===== config.mk =====
export PLATFORM = sky130hd
export DESIGN_NAME = bullet_line_renderer
export DESIGN_NICKNAME = d
export VERILOG_FILES = /design/src/rtl/bullet_line_renderer_pkg.sv /design/src/rtl/bullet_line_renderer_scanner.sv /design/src/rtl/bullet_line_renderer.sv
export SDC_FILE = /design/constraint.sdc
export NUM_CORES = 1
export LEC_CHECK = 0
export BUFFER_PORTS_ARGS = -buffer_cell sky130_fd_sc_hd__buf_2
export CAP_MARGIN = 20
export CELL_PAD_IN_SITES_DETAIL_PLACEMENT = 1
export CELL_PAD_IN_SITES_GLOBAL_PLACEMENT = 2
export CORE_ASPECT_RATIO = 0.5
export CORE_MARGIN = 5
export CORE_UTILIZATION = 30
export DETAILED_ROUTE_END_ITERATION = 6
export GPL_TIMING_DRIVEN = 1
export PLACE_DENSITY = 0.71
export SLEW_MARGIN = 25
export SYNTH_ARGS = -nofsm -noshare
export SYNTH_HDL_FRONTEND = slang
export SYNTH_HIERARCHICAL = 1
export SYNTH_SLANG_ARGS = --single-unit

===== constraint.sdc =====
create_clock -name clk -period 8.14 [get_ports clk]
set_clock_uncertainty 0.2 [all_clocks]
set_input_delay 1.628 -clock clk [delete_from_list [all_inputs] [get_ports clk]]
set_output_delay 1.628 -clock clk [all_outputs]
set_load 0.05 [all_outputs]

===== src/rtl/bullet_line_renderer_pkg.sv =====
`default_nettype none
// ============================================================================
// Module  : bullet_line_renderer_pkg
// Brief   : Shared field layout of the bullet state word, sprite constants,
//           scanline slot record and scanner state encoding.
// Revision: 1.0 - initial release
// ============================================================================
package bullet_line_renderer_pkg;

    // Bit positions inside one 32-bit bullet state word
    localparam int c_PAD_BIT    = 31;
    localparam int c_TYPE_MSB   = 30;
    localparam int c_TYPE_LSB   = 29;
    localparam int c_ACTIVE_BIT = 28;
    localparam int c_X_MSB      = 27;
    localparam int c_X_LSB      = 18;
    localparam int c_Y_MSB      = 17;
    localparam int c_Y_LSB      = 8;
    localparam int c_DIR_MSB    = 7;
    localparam int c_DIR_LSB    = 6;
    localparam int c_ROW_MSB    = 5;
    localparam int c_ROW_LSB    = 3;
    localparam int c_COL_MSB    = 2;
    localparam int c_COL_LSB    = 0;

    localparam logic [1:0]  c_OBJ_TYPE_BULLET = 2'b01;
    localparam logic [11:0] c_TRANSPARENT     = 12'h000;

    // One bullet selected for the upcoming scanline
    typedef struct packed {
        logic [9:0] x;
        logic [2:0] py;
        logic [2:0] rom_row;
        logic [2:0] rom_col;
    } slot_t;

    typedef enum logic [1:0] {
        S_IDLE = 2'd0,
        S_SCAN = 2'd1,
        S_SWAP = 2'd2
    } scan_state_t;

    // Build a slot record from a state word for the given target line.
    // Only the low three bits of (target - y) are needed because the
    // sprite is eight lines tall.
    function automatic slot_t make_slot(input logic [31:0] word,
                                        input logic [10:0] target);
        slot_t s;
        s.x       = word[c_X_MSB:c_X_LSB];
        s.py      = target[2:0] - word[c_Y_LSB+2:c_Y_LSB];
        s.rom_row = word[c_ROW_MSB:c_ROW_LSB];
        s.rom_col = word[c_COL_MSB:c_COL_LSB];
        return s;
    endfunction

endpackage
`default_nettype wire


===== src/rtl/bullet_line_renderer_scanner.sv =====
`default_nettype none
// ============================================================================
// Module  : bullet_line_scanner
// Brief   : Horizontal-blank scanner. Walks every bullet state word once per
//           line, collects up to SLOTS bullets touching the next line into a
//           back bank, then swaps it into the display bank.
// Revision: 1.0 - initial release
// ============================================================================
module bullet_line_scanner
    import bullet_line_renderer_pkg::*;
#(
    parameter int MAX_BULLETS = 8,
    parameter int SLOTS       = 4,
    parameter int BULLET_SIZE = 8,
    parameter int V_ACTIVE    = 480,
    parameter int CNT_W       = $clog2(SLOTS + 1)
) (
    input  logic             clk,
    input  logic             reset,
    input  logic [31:0]      i_bullet_state [0:MAX_BULLETS-1],
    input  logic [9:0]       i_vcount,
    input  logic             i_line_start,
    output slot_t            o_disp [0:SLOTS-1],
    output logic [CNT_W-1:0] o_disp_cnt,
    output logic             o_scan_busy,
    output logic             o_overflow
);

    localparam int c_IDX_W = (MAX_BULLETS > 1) ? $clog2(MAX_BULLETS) : 1;
    localparam logic [c_IDX_W-1:0] c_LAST_IDX = c_IDX_W'(MAX_BULLETS - 1);
    localparam logic [CNT_W-1:0]   c_SLOTS_CNT = CNT_W'(SLOTS);

    scan_state_t          r_state;
    logic [c_IDX_W-1:0]   r_idx;
    logic [10:0]          r_target;
    slot_t                r_back [0:SLOTS-1];
    logic [CNT_W-1:0]     r_back_cnt;
    slot_t                r_disp [0:SLOTS-1];
    logic [CNT_W-1:0]     r_disp_cnt;
    logic                 r_ovf_acc;
    logic                 r_scan_busy;
    logic                 r_overflow;

    logic [31:0]          w_word;
    logic [10:0]          w_y;
    logic [10:0]          w_next_line;
    logic                 w_qual;
    slot_t                w_slot;
    logic [2:0]           w_unused_fields;

    assign w_word          = i_bullet_state[r_idx];
    assign w_y             = {1'b0, w_word[c_Y_MSB:c_Y_LSB]};
    assign w_next_line     = {1'b0, i_vcount} + 11'd1;
    assign w_slot          = make_slot(w_word, r_target);
    // pad and dir are carried in the word but not needed for drawing
    assign w_unused_fields = {w_word[c_PAD_BIT], w_word[c_DIR_MSB:c_DIR_LSB]};

    // Word qualifies when it is an active bullet whose rows cover the target
    assign w_qual = (w_word[c_TYPE_MSB:c_TYPE_LSB] == c_OBJ_TYPE_BULLET)
                 && w_word[c_ACTIVE_BIT]
                 && (w_y <= r_target)
                 && (r_target < (w_y + 11'(BULLET_SIZE)));

    // Scanner FSM with back/display slot banks and registered status flags
    always_ff @(posedge clk or posedge reset) begin
        if (reset) begin
            r_state     <= S_IDLE;
            r_idx       <= '0;
            r_target    <= '0;
            r_back_cnt  <= '0;
            r_disp_cnt  <= '0;
            r_ovf_acc   <= 1'b0;
            r_scan_busy <= 1'b0;
            r_overflow  <= 1'b0;
            for (int s = 0; s < SLOTS; s++) begin
                r_back[s] <= '0;
                r_disp[s] <= '0;
            end
        end else begin
            case (r_state)
                S_IDLE: begin
                    if (i_line_start) begin
                        r_target   <= w_next_line;
                        r_idx      <= '0;
                        r_back_cnt <= '0;
                        r_ovf_acc  <= 1'b0;
                        // Lines below the visible area swap in an empty bank
                        if (w_next_line >= 11'(V_ACTIVE)) begin
                            r_state <= S_SWAP;
                        end else begin
                            r_state     <= S_SCAN;
                            r_scan_busy <= 1'b1;
                        end
                    end
                end
                S_SCAN: begin
                    if (w_qual) begin
                        if (r_back_cnt < c_SLOTS_CNT) begin
                            for (int s = 0; s < SLOTS; s++) begin
                                if (s == int'(r_back_cnt)) begin
                                    r_back[s] <= w_slot;
                                end
                            end
                            r_back_cnt <= r_back_cnt + 1'b1;
                        end else begin
                            r_ovf_acc <= 1'b1;
                        end
                    end
                    if (r_idx == c_LAST_IDX) begin
                        r_state     <= S_SWAP;
                        r_scan_busy <= 1'b0;
                    end else begin
                        r_idx <= r_idx + 1'b1;
                    end
                end
                S_SWAP: begin
                    for (int s = 0; s < SLOTS; s++) begin
                        r_disp[s] <= r_back[s];
                    end
                    r_disp_cnt <= r_back_cnt;
                    r_overflow <= r_ovf_acc;
                    r_state    <= S_IDLE;
                end
                default: begin
                    r_state <= S_IDLE;
                end
            endcase
        end
    end

    assign o_disp      = r_disp;
    assign o_disp_cnt  = r_disp_cnt;
    assign o_scan_busy = r_scan_busy;
    assign o_overflow  = r_overflow;

endmodule
`default_nettype wire


===== src/rtl/bullet_line_renderer.sv =====
`default_nettype none
// ============================================================================
// Module  : bullet_line_renderer
// Brief   : Bullet sprite renderer. Uses the scanner's display bank to run a
//           two-stage pixel pipeline: slot select + ROM address, then colour
//           qualification against the transparent ROM word.
// Revision: 1.0 - initial release
// ============================================================================
module bullet_line_renderer
    import bullet_line_renderer_pkg::*;
#(
    parameter int MAX_BULLETS = 8,
    parameter int SLOTS       = 4,
    parameter int BULLET_SIZE = 8,
    parameter int H_ACTIVE    = 640,
    parameter int V_ACTIVE    = 480
) (
    input  logic        clk,
    input  logic        reset,
    input  logic [31:0] bullet_state [0:MAX_BULLETS-1],
    input  logic [9:0]  hcount,
    input  logic [9:0]  vcount,
    input  logic        line_start,
    output logic [11:0] rom_addr,
    input  logic [11:0] rom_data,
    output logic        pix_valid,
    output logic [11:0] pix_color,
    output logic [9:0]  pix_x,
    output logic        scan_busy,
    output logic        overflow
);

    localparam int c_CNT_W = $clog2(SLOTS + 1);

    slot_t               w_disp [0:SLOTS-1];
    logic [c_CNT_W-1:0]  w_disp_cnt;
    logic [10:0]         w_h;
    logic                w_hit;
    logic [11:0]         w_addr;
    logic                w_opaque;

    logic [11:0]         r_last_addr;
    logic                r_hit;
    logic [9:0]          r_hcount;
    logic                r_pix_valid;
    logic [11:0]         r_pix_color;
    logic [9:0]          r_pix_x;

    bullet_line_scanner #(
        .MAX_BULLETS (MAX_BULLETS),
        .SLOTS       (SLOTS),
        .BULLET_SIZE (BULLET_SIZE),
        .V_ACTIVE    (V_ACTIVE),
        .CNT_W       (c_CNT_W)
    ) u_scanner (
        .clk            (clk),
        .reset          (reset),
        .i_bullet_state (bullet_state),
        .i_vcount       (vcount),
        .i_line_start   (line_start),
        .o_disp         (w_disp),
        .o_disp_cnt     (w_disp_cnt),
        .o_scan_busy    (scan_busy),
        .o_overflow     (overflow)
    );

    assign w_h = {1'b0, hcount};

    // Stage 0: lowest-numbered display slot covering this column wins
    always_comb begin
        w_hit  = 1'b0;
        w_addr = '0;
        if (w_h < 11'(H_ACTIVE)) begin
            for (int s = SLOTS - 1; s >= 0; s--) begin
                if ((s < int'(w_disp_cnt))
                    && (w_h >= {1'b0, w_disp[s].x})
                    && (w_h < ({1'b0, w_disp[s].x} + 11'(BULLET_SIZE)))) begin
                    w_hit  = 1'b1;
                    w_addr = {w_disp[s].rom_row, w_disp[s].rom_col,
                              w_disp[s].py, hcount[2:0] - w_disp[s].x[2:0]};
                end
            end
        end
    end

    // Without a hit the ROM address keeps its last driven value
    assign rom_addr = w_hit ? w_addr : r_last_addr;
    assign w_opaque = r_hit && (rom_data != c_TRANSPARENT);

    // Stage 0/1 registers: hit and column, then qualified colour output
    always_ff @(posedge clk or posedge reset) begin
        if (reset) begin
            r_last_addr <= '0;
            r_hit       <= 1'b0;
            r_hcount    <= '0;
            r_pix_valid <= 1'b0;
            r_pix_color <= '0;
            r_pix_x     <= '0;
        end else begin
            if (w_hit) begin
                r_last_addr <= w_addr;
            end
            r_hit       <= w_hit;
            r_hcount    <= hcount;
            r_pix_valid <= w_opaque;
            r_pix_color <= w_opaque ? rom_data : c_TRANSPARENT;
            r_pix_x     <= r_hcount;
        end
    end

    assign pix_valid = r_pix_valid;
    assign pix_color = r_pix_color;
    assign pix_x     = r_pix_x;

endmodule
`default_nettype wire

Word-level counts from Yosys, hierarchy flattened
Cells that the tools add are included.
- output and inout port bits: 37
- flip-flop bits (word level): 223
- bits of input ports: 291
- $lt $le $gt $ge: 18
- eq/ne operators: 14
- reduce and logical (&&, ||, !) cells: 26
- multiplexer cells: 33
- bitwise gates (word level): 1
- add/sub/neg operators: 13
- operators by type and width (kind ; count):
    $bmux 32 s3 ; 1
    $mux 12 ; 7
    $mux 31 ; 2
    $add 10x4->11 const B ; 5
    $lt 10x11->1 ; 4
    $ge 10x10->1 ; 4
    $reduce_and 4->1 ; 7
    $sub 3x3->3 ; 5
    $logic_and 1x1->1 ; 12
    $mux 3 ; 4
    $pmux 3 s2 ; 2
    $reduce_bool 12->1 ; 1
    $add 10x1->11 const B ; 1
    $ge 11x9->1 const B ; 1
    $le 10x11->1 ; 1
    $lt 11x11->1 ; 1
    $mux 1 ; 11
    $lt 10x10->1 const B ; 1
    $ne 2x2->1 const B ; 4
    $add 3x1->3 const B ; 2
    $eq 3x3->1 const A ; 2
    $lt 1x3->1 const A ; 2
    $lt 2x3->1 const A ; 2
    $mux 2 ; 3
    other kinds (15) ; 20

Longest topological paths before layout
Gate-level depths: netlist of run 1.
- depth in word-level cells: 10
- depth in mapped cells: 16
- gate-level depth less buffers: 12

By module
The synthesis of run 1 kept the hierarchy.
- by module, submodules not included (module ; area an instance (um2) ; times used ; cells an instance):
    bullet_line_scanner ; 9071.2 ; 1 ; 752
    bullet_line_renderer ; 4126.5 ; 1 ; 454

Least setup slack after synthesis of run 1
No wires, ideal clock.
- kind: in2out
- start: in hcount[0]
- end: out rom_addr[4]
- setup slack: 1.918 ns
- data arrival time: 4.394 ns
- stages: 12
- cell sequence: inv_1 > ha_1 > inv_1 > fa_1 > a21oi_1 > nor2_1 > o311a_1 > o221ai_4 > buf_2 > nor3b_2 > o221ai_1 > a31oi_1
- longest elaborated chain between the ends: 9
- elaborated cells between the ends (all ways): 28
- RTL lines (item ; RTL line ; source):
    from (decl) ; bullet_line_renderer.sv:21 ; input logic [9:0] hcount,
    $ge 10x10->1 ; bullet_line_renderer.sv:76 ; && (w_h >= {1'b0, w_disp[s].x})
    $logic_and 1x1->1 ; bullet_line_renderer.sv:76 ;
    $logic_and 1x1->1 ; bullet_line_renderer.sv:77 ; && (w_h < ({1'b0, w_disp[s].x} + 11'(BULLET_SIZE)))) begin
    $mux 12 / $mux 1 (equally long branches) (4 in series) ; bullet_line_renderer.sv:75 ; if ((s < int'(w_disp_cnt))
    $mux 12 / $mux 1 (equally long branches) ; bullet_line_renderer.sv:73 ; if (w_h < 11'(H_ACTIVE)) begin
    $mux 12 (*) ; n/a ;
    to (decl) ; bullet_line_renderer.sv:24 ; output logic [11:0] rom_addr,
Every way passes the cells marked *; elsewhere a longest branch is shown, timed or not.

Worst setup path after layout of run 1
- start: in hcount[0]
- end: out rom_addr[5]
The elaborated chain is that of the path after synthesis.

==> metrics.txt, run 1 <==
status finished clean; Crit Path Class in2out; Die Y-Extent 158 um; CP max stage delay 0.57 ns; fillers 4,962; initial antenna violation count 1; final period utilization 0.847; worst skew pair latency 0.55 ns; Hold WC Path Type reg2reg; Slew @ Worst Pin 0.966 ns; core area 43,500 sq um; share of the synthesized area in the top cell type 0.423; DR vias 10,400; Critical Path RT 6.31 ns; Max Cap Viol 0; flop and latch count out of synthesis 223; CTS sink cnt 223; fin nets 1,894; # rows 54; final global-route overflow total 0; Area growth syn-to-layout 22.2%; ranking of synthesized cells by area dfrtp_1 42%, ha_1 9.7%, mux4_2 8.9%, mux2_2 5.5%, o21ai_0 4.4%; average cell area after synthesis 10.9 sq um; Mapped Nets 1,604; layout cells sized above 1 0.331; Slew HR 0.337; PortBufs 303; Die W 307 um; startpoint types input port; final count of hold timing violations 0; Placed Area 15,300 sq um; TNS Setup 0 ns; Final min period 6.89 ns; cts hold-fix bufs 0; Final Wtd Congestion 0.843; # resized after CTS 0; CTS buffer count 24; I/O Pins 328; Mapped Area 13,200 sq um; PD cells 343 nW/um^2; number of global-route vias before repair 11,700; wire length per cell 20.6 um; CTS Buffer Depth 3; Worst-path clk slew 0.06 ns; Setup violations, final 0; largest net degree at the start of global routing 107; sequential-to-total area share from yosys stat 0.423; Core Util, Final 0.371; Fmax 145 MHz; design area 16,100 sq um; Hold Startpoint r_hcount[1]; drt pass-1 iters 4; Syn. warnings 6; Initial DRC Count 450; WL final 43,300 um; Root Driver clkbuf_16; CP cell instances buf_2 -> inv_1 -> ha_1 -> inv_1 -> fa_1 -> a21oi_1 -> nor2_1 -> o311a_1 -> o221ai_4 -> o2111ai_2 -> buf_4 -> and2_4 -> a31oi_1 -> buf_2; hpwl dp 33,500 um; Synth Instances 1,206; Post-CTS Setup Bufs 0; crit-path max FO 25; commonest register cell after synthesis dfrtp_1; final-report max-slew violation count 0; worst vdd ir 0.179 mV; Post-route DRC 0; FF/Latch Area 5590 sq um; CP max stage cell o221ai_4; post-DR vias/cell 4.97; TritonCTS clock tree yes; global-route wire length before repair 67,300 um; Crit. Startpoint hcount[0]; Post-synth EDFFs 0; Antenna Nets Post-Route 0; RSZ-0062 raised after global routing no; H-tree depth 1; Synth cell types 67; GRT Total Usage 0.174; # diodes 0; Multi-input gate area 6960 sq um; crit path DAT 5.07 ns; die area 48,500 sq um; Reg-to-Reg Start u_scanner/r_idx[1]; asr flop ratio synth 1.00; Synth area leader dfrtp_1; initial core utilization 0.303; Worst setup EP type output port; P_leak 7.63 nW
-- state kept, by name, summed over array words and instances, names as in the netlist --
name / cells
u_scanner/o_disp: 76
u_scanner/r_back: 76
pix_color: 12
r_last_addr: 12
u_scanner/r_target: 11
pix_x: 10
r_hcount: 10
u_scanner/o_disp_cnt: 3
u_scanner/r_back_cnt: 3
u_scanner/r_idx: 3
u_scanner/r_state: 2
pix_valid: 1
r_hit: 1
u_scanner/o_overflow: 1
u_scanner/o_scan_busy: 1
u_scanner/r_ovf_acc: 1
-- path summary, 6_finish.rpt --
check / to / cells past startpoint / slack (ns)
worst max-delay path: rom_addr[5] / 14 / 1.25
worst max register to register: u_scanner/r_back[71] / 12 / 3.01
worst min-delay path: pix_x[1] / 0 / 0.15
min in group asynchronous: u_scanner/o_disp[47] / 2 / 1.04
max in group asynchronous: u_scanner/r_back[40] / 3 / 5.49
worst min register to register: pix_x[1] / 0 / 0.15
-- critical path, delay by kind of cell --
| family | cells | cell delay, ns |
|---|---|---|
| adders and majority gates | 2 | 0.63 |
| AOI/OAI and AO/OA | 5 | 1.57 |
| buffers and inverters | 5 | 0.93 |
| and+or+nand+nor | 2 | 0.30 |
-- cell usage after synthesis, types with 10 or more instances --
master,count
xor2_1,10
and3_1,12
dfrtp_1,223
inv_1,113
clkbuf_1,27
nand3_1,32
a21oi_1,40
nand2_1,126
a31oi_1,12
mux4_2,52
ha_1,102
o221ai_1,14
buf_2,14
mux2_2,64
mux2i_1,40
nand4_1,13
xnor2_1,28
nor2_1,18
o21ai_0,115
and2_1,16
-- stage by stage --
step	hold WS (ns)	power (W)	setup WS, ns	std cells
after detailed placement	0.136	0.00445	1.23	2058
after CTS	0.150	0.00561	1.19	2102
after global placement	0.131	0.00433	1.31	2058
after global routing	0.153	0.00597	1.05	2102
after floorplan	0.131	0.00361	1.51	1206
final	0.146	0.00553	1.25	2102
-- where the power goes --
group	total, W	leakage [nW]	internal (W)	switching (W)
registers	0.00179	2.83	0.00147	0.000311
clock network	0.00113	0.392	0.000646	0.000484
logic	0.00262	4.40	0.00105	0.00157
total	0.00553	7.63	0.00317	0.00236
-- cells by family (layout without fill, tap and decap cells) --
logic type                 after synthesis  in the layout  synth area share
xor gates and xnor gates                38             38            0.0252
AOI/OAI and AO/OA                      243            243             0.115
muxes                                  156            156             0.174
buffers and inverters                  164            472            0.0505
DFF                                    223            223             0.423
and+or+nand+nor                        275            275             0.108
adders and majority gates              107            107             0.104
-- metal layers --
| metal | global-route usage | part of all wire |
|---|---|---|
| met1 | 0.237 | 0.46 |
| met2 | 0.308 | 0.50 |
| met3 | 0.0222 | 0.026 |
| met4 | 0.0263 | 0.014 |
| met5 | 0 | 0 |
-- cell usage in the layout, fill, tap and decap left out, drive strengths merged, types with 4 or more instances in the layout --
master / n
nand4: 13
mux4: 52
o221ai: 15
clkinv: 8
or3: 4
mux2i: 40
a21o: 7
and3: 12
fa: 5
o21ai: 123
nor2b: 7
xnor2: 28
a211oi: 6
buf: 315
nor2: 18
ha: 102
nor3: 5
mux2: 64
and2: 17
nand3: 32
dfrtp: 223
nand3b: 4
inv: 113
nor4b: 4
nor3b: 11
a31oi: 15
xor2: 10
nand2: 126
clkbuf: 31
o2111ai: 6
a21oi: 41
-- cell type report --
| cell class | instances | share of cell area |
|---|---|---|
| Clock inverter | 13 | 0.00853 |
| Clock buffer | 31 | 0.0413 |
| Timing Repair Buffer | 315 | 0.100 |
| Sequential cell | 223 | 0.346 |
| Inverter | 113 | 0.0268 |
| Tap cell | 588 | 0.0456 |
| Multi-Input combinational cell | 819 | 0.431 |
(Power assumes the default switching activity.)
==> run 2: changes to the inputs <==
--- a/config.mk
+++ b/config.mk
@@ -5,6 +5,7 @@
 export SDC_FILE = /design/constraint.sdc
 export NUM_CORES = 1
 export LEC_CHECK = 0
+export ABC_AREA = 1
 export BUFFER_PORTS_ARGS = -buffer_cell sky130_fd_sc_hd__buf_2
 export CAP_MARGIN = 20
 export CELL_PAD_IN_SITES_DETAIL_PLACEMENT = 1
@@ -14,7 +15,7 @@
 export CORE_UTILIZATION = 30
 export DETAILED_ROUTE_END_ITERATION = 6
 export GPL_TIMING_DRIVEN = 1
-export PLACE_DENSITY = 0.71
+export PLACE_DENSITY = 0.77
 export SLEW_MARGIN = 25
 export SYNTH_ARGS = -nofsm -noshare
 export SYNTH_HDL_FRONTEND = slang
==> constraint.sdc (replaced) <==
create_clock -name clk -period 7.05 [get_ports clk]
set_clock_uncertainty 0.2 [all_clocks]
set_input_delay 1.41 -clock clk [delete_from_list [all_inputs] [get_ports clk]]
set_output_delay 1.41 -clock clk [all_outputs]
set_load 0.05 [all_outputs]
==> run 2 against run 1 <==
  * Cell count up 31%
  * Register-to-register slack worse by 0.47 ns
  * Critical path depth increased by 5
  * Combinational power about the same
  * Non-clock buffer count grew 5
  * First-iteration DRC count grew 29%
==> metrics.txt, run 2 <==
die area 52,400 sq um (+7.9%); I/O Pins 328 (unchanged); most frequent cells in the layout 454 x nand2_1, 303 x buf_2, 221 x dfrtp_1; Critical Path RT 5.44 ns (-0.87 ns); Die W 319 um (+3.9%); Mapped Nets 2,232 (+39%); average cell area after synthesis 7.79 sq um (-29%); worst vdd ir 0.127 mV (-29%); fillers 5,858 (+18%); asr flop ratio synth 1.00 (unchanged); TritonCTS clock tree yes; cell total after placement 2,709 (+32%); hpwl dp 37,700 um (+12%); final count of hold timing violations 0 (unchanged); initial antenna violation count 4 (+3); global-route wire length before repair 78,400 um (+17%); worst skew pair latency 0.54 ns (about the same); sequential-to-total area share from yosys stat 0.390 (-0.0324); wire length per cell 18.1 um (-12%); commonest register cell after synthesis dfrtp_1; P_leak 9.09 nW (+19%); Hold WC Path Type reg2reg; most frequent cell after synthesis nand2_1; crit path DAT 4.22 ns (-0.85 ns); final period utilization 0.827; number of global-route vias before repair 14,000 (+20%); layout cells sized above 1 0.225 (-0.105); CTS sink cnt 223 (unchanged); status finished clean; drt pass-1 iters 5 (+1); Worst-path clk slew 0.06 ns (about the same); Die Y-Extent 164 um (+3.8%); RSZ-0062 raised after global routing no; Hold Slack 0.146 ns (-0.0000430 ns); ranking of synthesized cells by area dfrtp_1 39%, nand2_1 12%, ha_1 8.9%, mux2_2 6.0%, nor2_1 5.4%; GRT Total Usage 0.187 (+0.0127); Worst setup EP type output port; WL final 49,800 um (+15%); PortBufs 303 (unchanged); share of the synthesized area in the top cell type 0.390 (-0.0324); H-tree depth 1 (unchanged); post-DR vias/cell 4.77 (-3.9%); Synth area leader dfrtp_1; Syn. warnings 6 (unchanged); Antenna Nets Post-Route 0 (unchanged); Setup violations, final 0 (unchanged); Initial DRC Count 580 (+29%); Fmax 172 MHz; CTS Buffer Depth 3 (unchanged); initial core utilization 0.304 (+0.00116); PD cells 327 nW/um^2 (-4.6%); cts hold-fix bufs 0 (unchanged); DR vias 13,100 (+26%); Post-CTS Setup Bufs 0 (unchanged); Post-synth EDFFs 0 (unchanged); Crit Path Class in2out; fin nets 2,496 (+32%); core area 46,900 sq um (+7.9%); # resized after CTS 0 (unchanged); final cell count without fillers 2,756 (+31%); Area growth syn-to-layout 20.3%; Root Driver clkbuf_16; Post-route DRC 0 (unchanged); Final Wtd Congestion 0.832 (-1.3%); Synth Instances 1,834 (+52%); CTS buffer count 25 (+4.2%); TNS Setup 0 ns (unchanged); Slew HR 0.361 (+0.0238); Final min period 5.83 ns; final global-route overflow total 0 (unchanged); final-report max-slew violation count 0 (unchanged); startpoint types input port; most common cell after layout, fill and taps aside nand2_1; Max Cap Viol 0 (unchanged); largest net degree at the start of global routing 79 (-26%); Slew @ Worst Pin 0.958 ns (-0.00800 ns); flop and latch count out of synthesis 223 (unchanged); # rows 56 (+3.7%); Synth cell types 40 (-40%); Mapped Area 14,300 sq um (+8.3%); Post-synth top cells 455 x nand2_1, 223 x dfrtp_1, 207 x nor2_1, 166 x inv_1, 142 x o21ai_0; crit-path max FO 13 (-48%)
[run 2: cell types whose count changed in the layout (fill, tap and decap cells not counted), moves of 27 or more]
cell,delta
mux4_2,-52
o22ai_1,+39
mux2i_1,-40
o21ai_0,+27
nor2_1,+189
nand2_1,+328
inv_1,+52
nand3_1,+100
[run 2: stage by stage]
stage / total power, W / worst slack [ns] / utilization / cell area (sq um)
finish: 0.00563 / 1.22 / 0.366 / 17200
detailed placement: 0.00434 / 1.17 / 0.348 / 16300
floorplan: 0.00352 / 0.638 / - / 14300
CTS: 0.00571 / 1.14 / 0.366 / 17200
global placement: 0.00428 / 1.23 / 0.348 / 16300
global route: 0.00611 / 0.931 / 0.366 / 17200
[run 2: cell type report]
| cell class | count | area [sq um] | area share |
|---|---|---|---|
| Antenna cell | 2 | 5.00 | 0.000291 |
| Sequential cell | 223 | 5590 | 0.325 |
| Clock inverter | 13 | 128 | 0.00742 |
| Inverter | 178 | 674 | 0.0392 |
| Clock buffer | 32 | 702 | 0.0408 |
| Timing Repair Buffer | 320 | 1660 | 0.0968 |
| Multi-Input combinational cell | 1350 | 7640 | 0.444 |
| Tap cell | 638 | 798 | 0.0464 |
[run 2: power by group]
part / internal (W) / switching [W] / total (W)
Sequential: 0.00152 / 0.000167 / 0.00169
Clock: 0.000775 / 0.000556 / 0.00133
Combinational: 0.000815 / 0.00179 / 0.00261
[run 2: cells by family (layout without fill, tap and decap cells)]
kind of cell               count (synthesis)  in the layout  synth area share
AOI/OAI and AO/OA                        249            249            0.0929
xor gates and xnor gates                  28             28            0.0172
adders and majority gates                107            107            0.0963
buffers and inverters                    261            543            0.0762
DFF                                      223            223             0.390
muxes                                     76             76            0.0599
other                                      0              2                 0
and+or+nand+nor                          890            890             0.267
[run 2: worst max-delay path, stage by stage]
cell,delay (ns)
buf_2,0.10
inv_1,0.21
ha_1,0.19
inv_1,0.06
fa_1,0.40
inv_1,0.07
nand2_1,0.05
nand3_1,0.07
nand4_1,0.13
nand2_1,0.10
inv_2,0.14
nand2_2,0.27
nand2_1,0.13
nor2_1,0.11
nand2_1,0.07
nand2_2,0.22
nand2_1,0.10
nand2_1,0.10
buf_2,0.26
[run 2: per-layer routing]
metal / track usage / vias up / wire length [um]
li1: - / 6530 / -
met1: 0.241 / 6355 / 22200
met2: 0.341 / 213 / 24800
met3: 0.0252 / 46 / 1950
met4: 0.0338 / 4 / 790
met5: 0 / - / 27
[run 2: path summary, 6_finish.rpt]
check	start	slack [ns]	to	cells after the start
setup / recovery	hcount[0]	1.22	rom_addr[8]	19
max in group asynchronous	reset	4.76	u_scanner/r_idx[0]	3
min in group asynchronous	reset	0.70	u_scanner/r_back[66]	2
hold reg to reg	r_hcount[7]	0.15	pix_x[7]	0
setup reg to reg	u_scanner/r_idx[0]	2.54	u_scanner/r_back[12]	20
hold / removal	r_hcount[7]	0.15	pix_x[7]	0
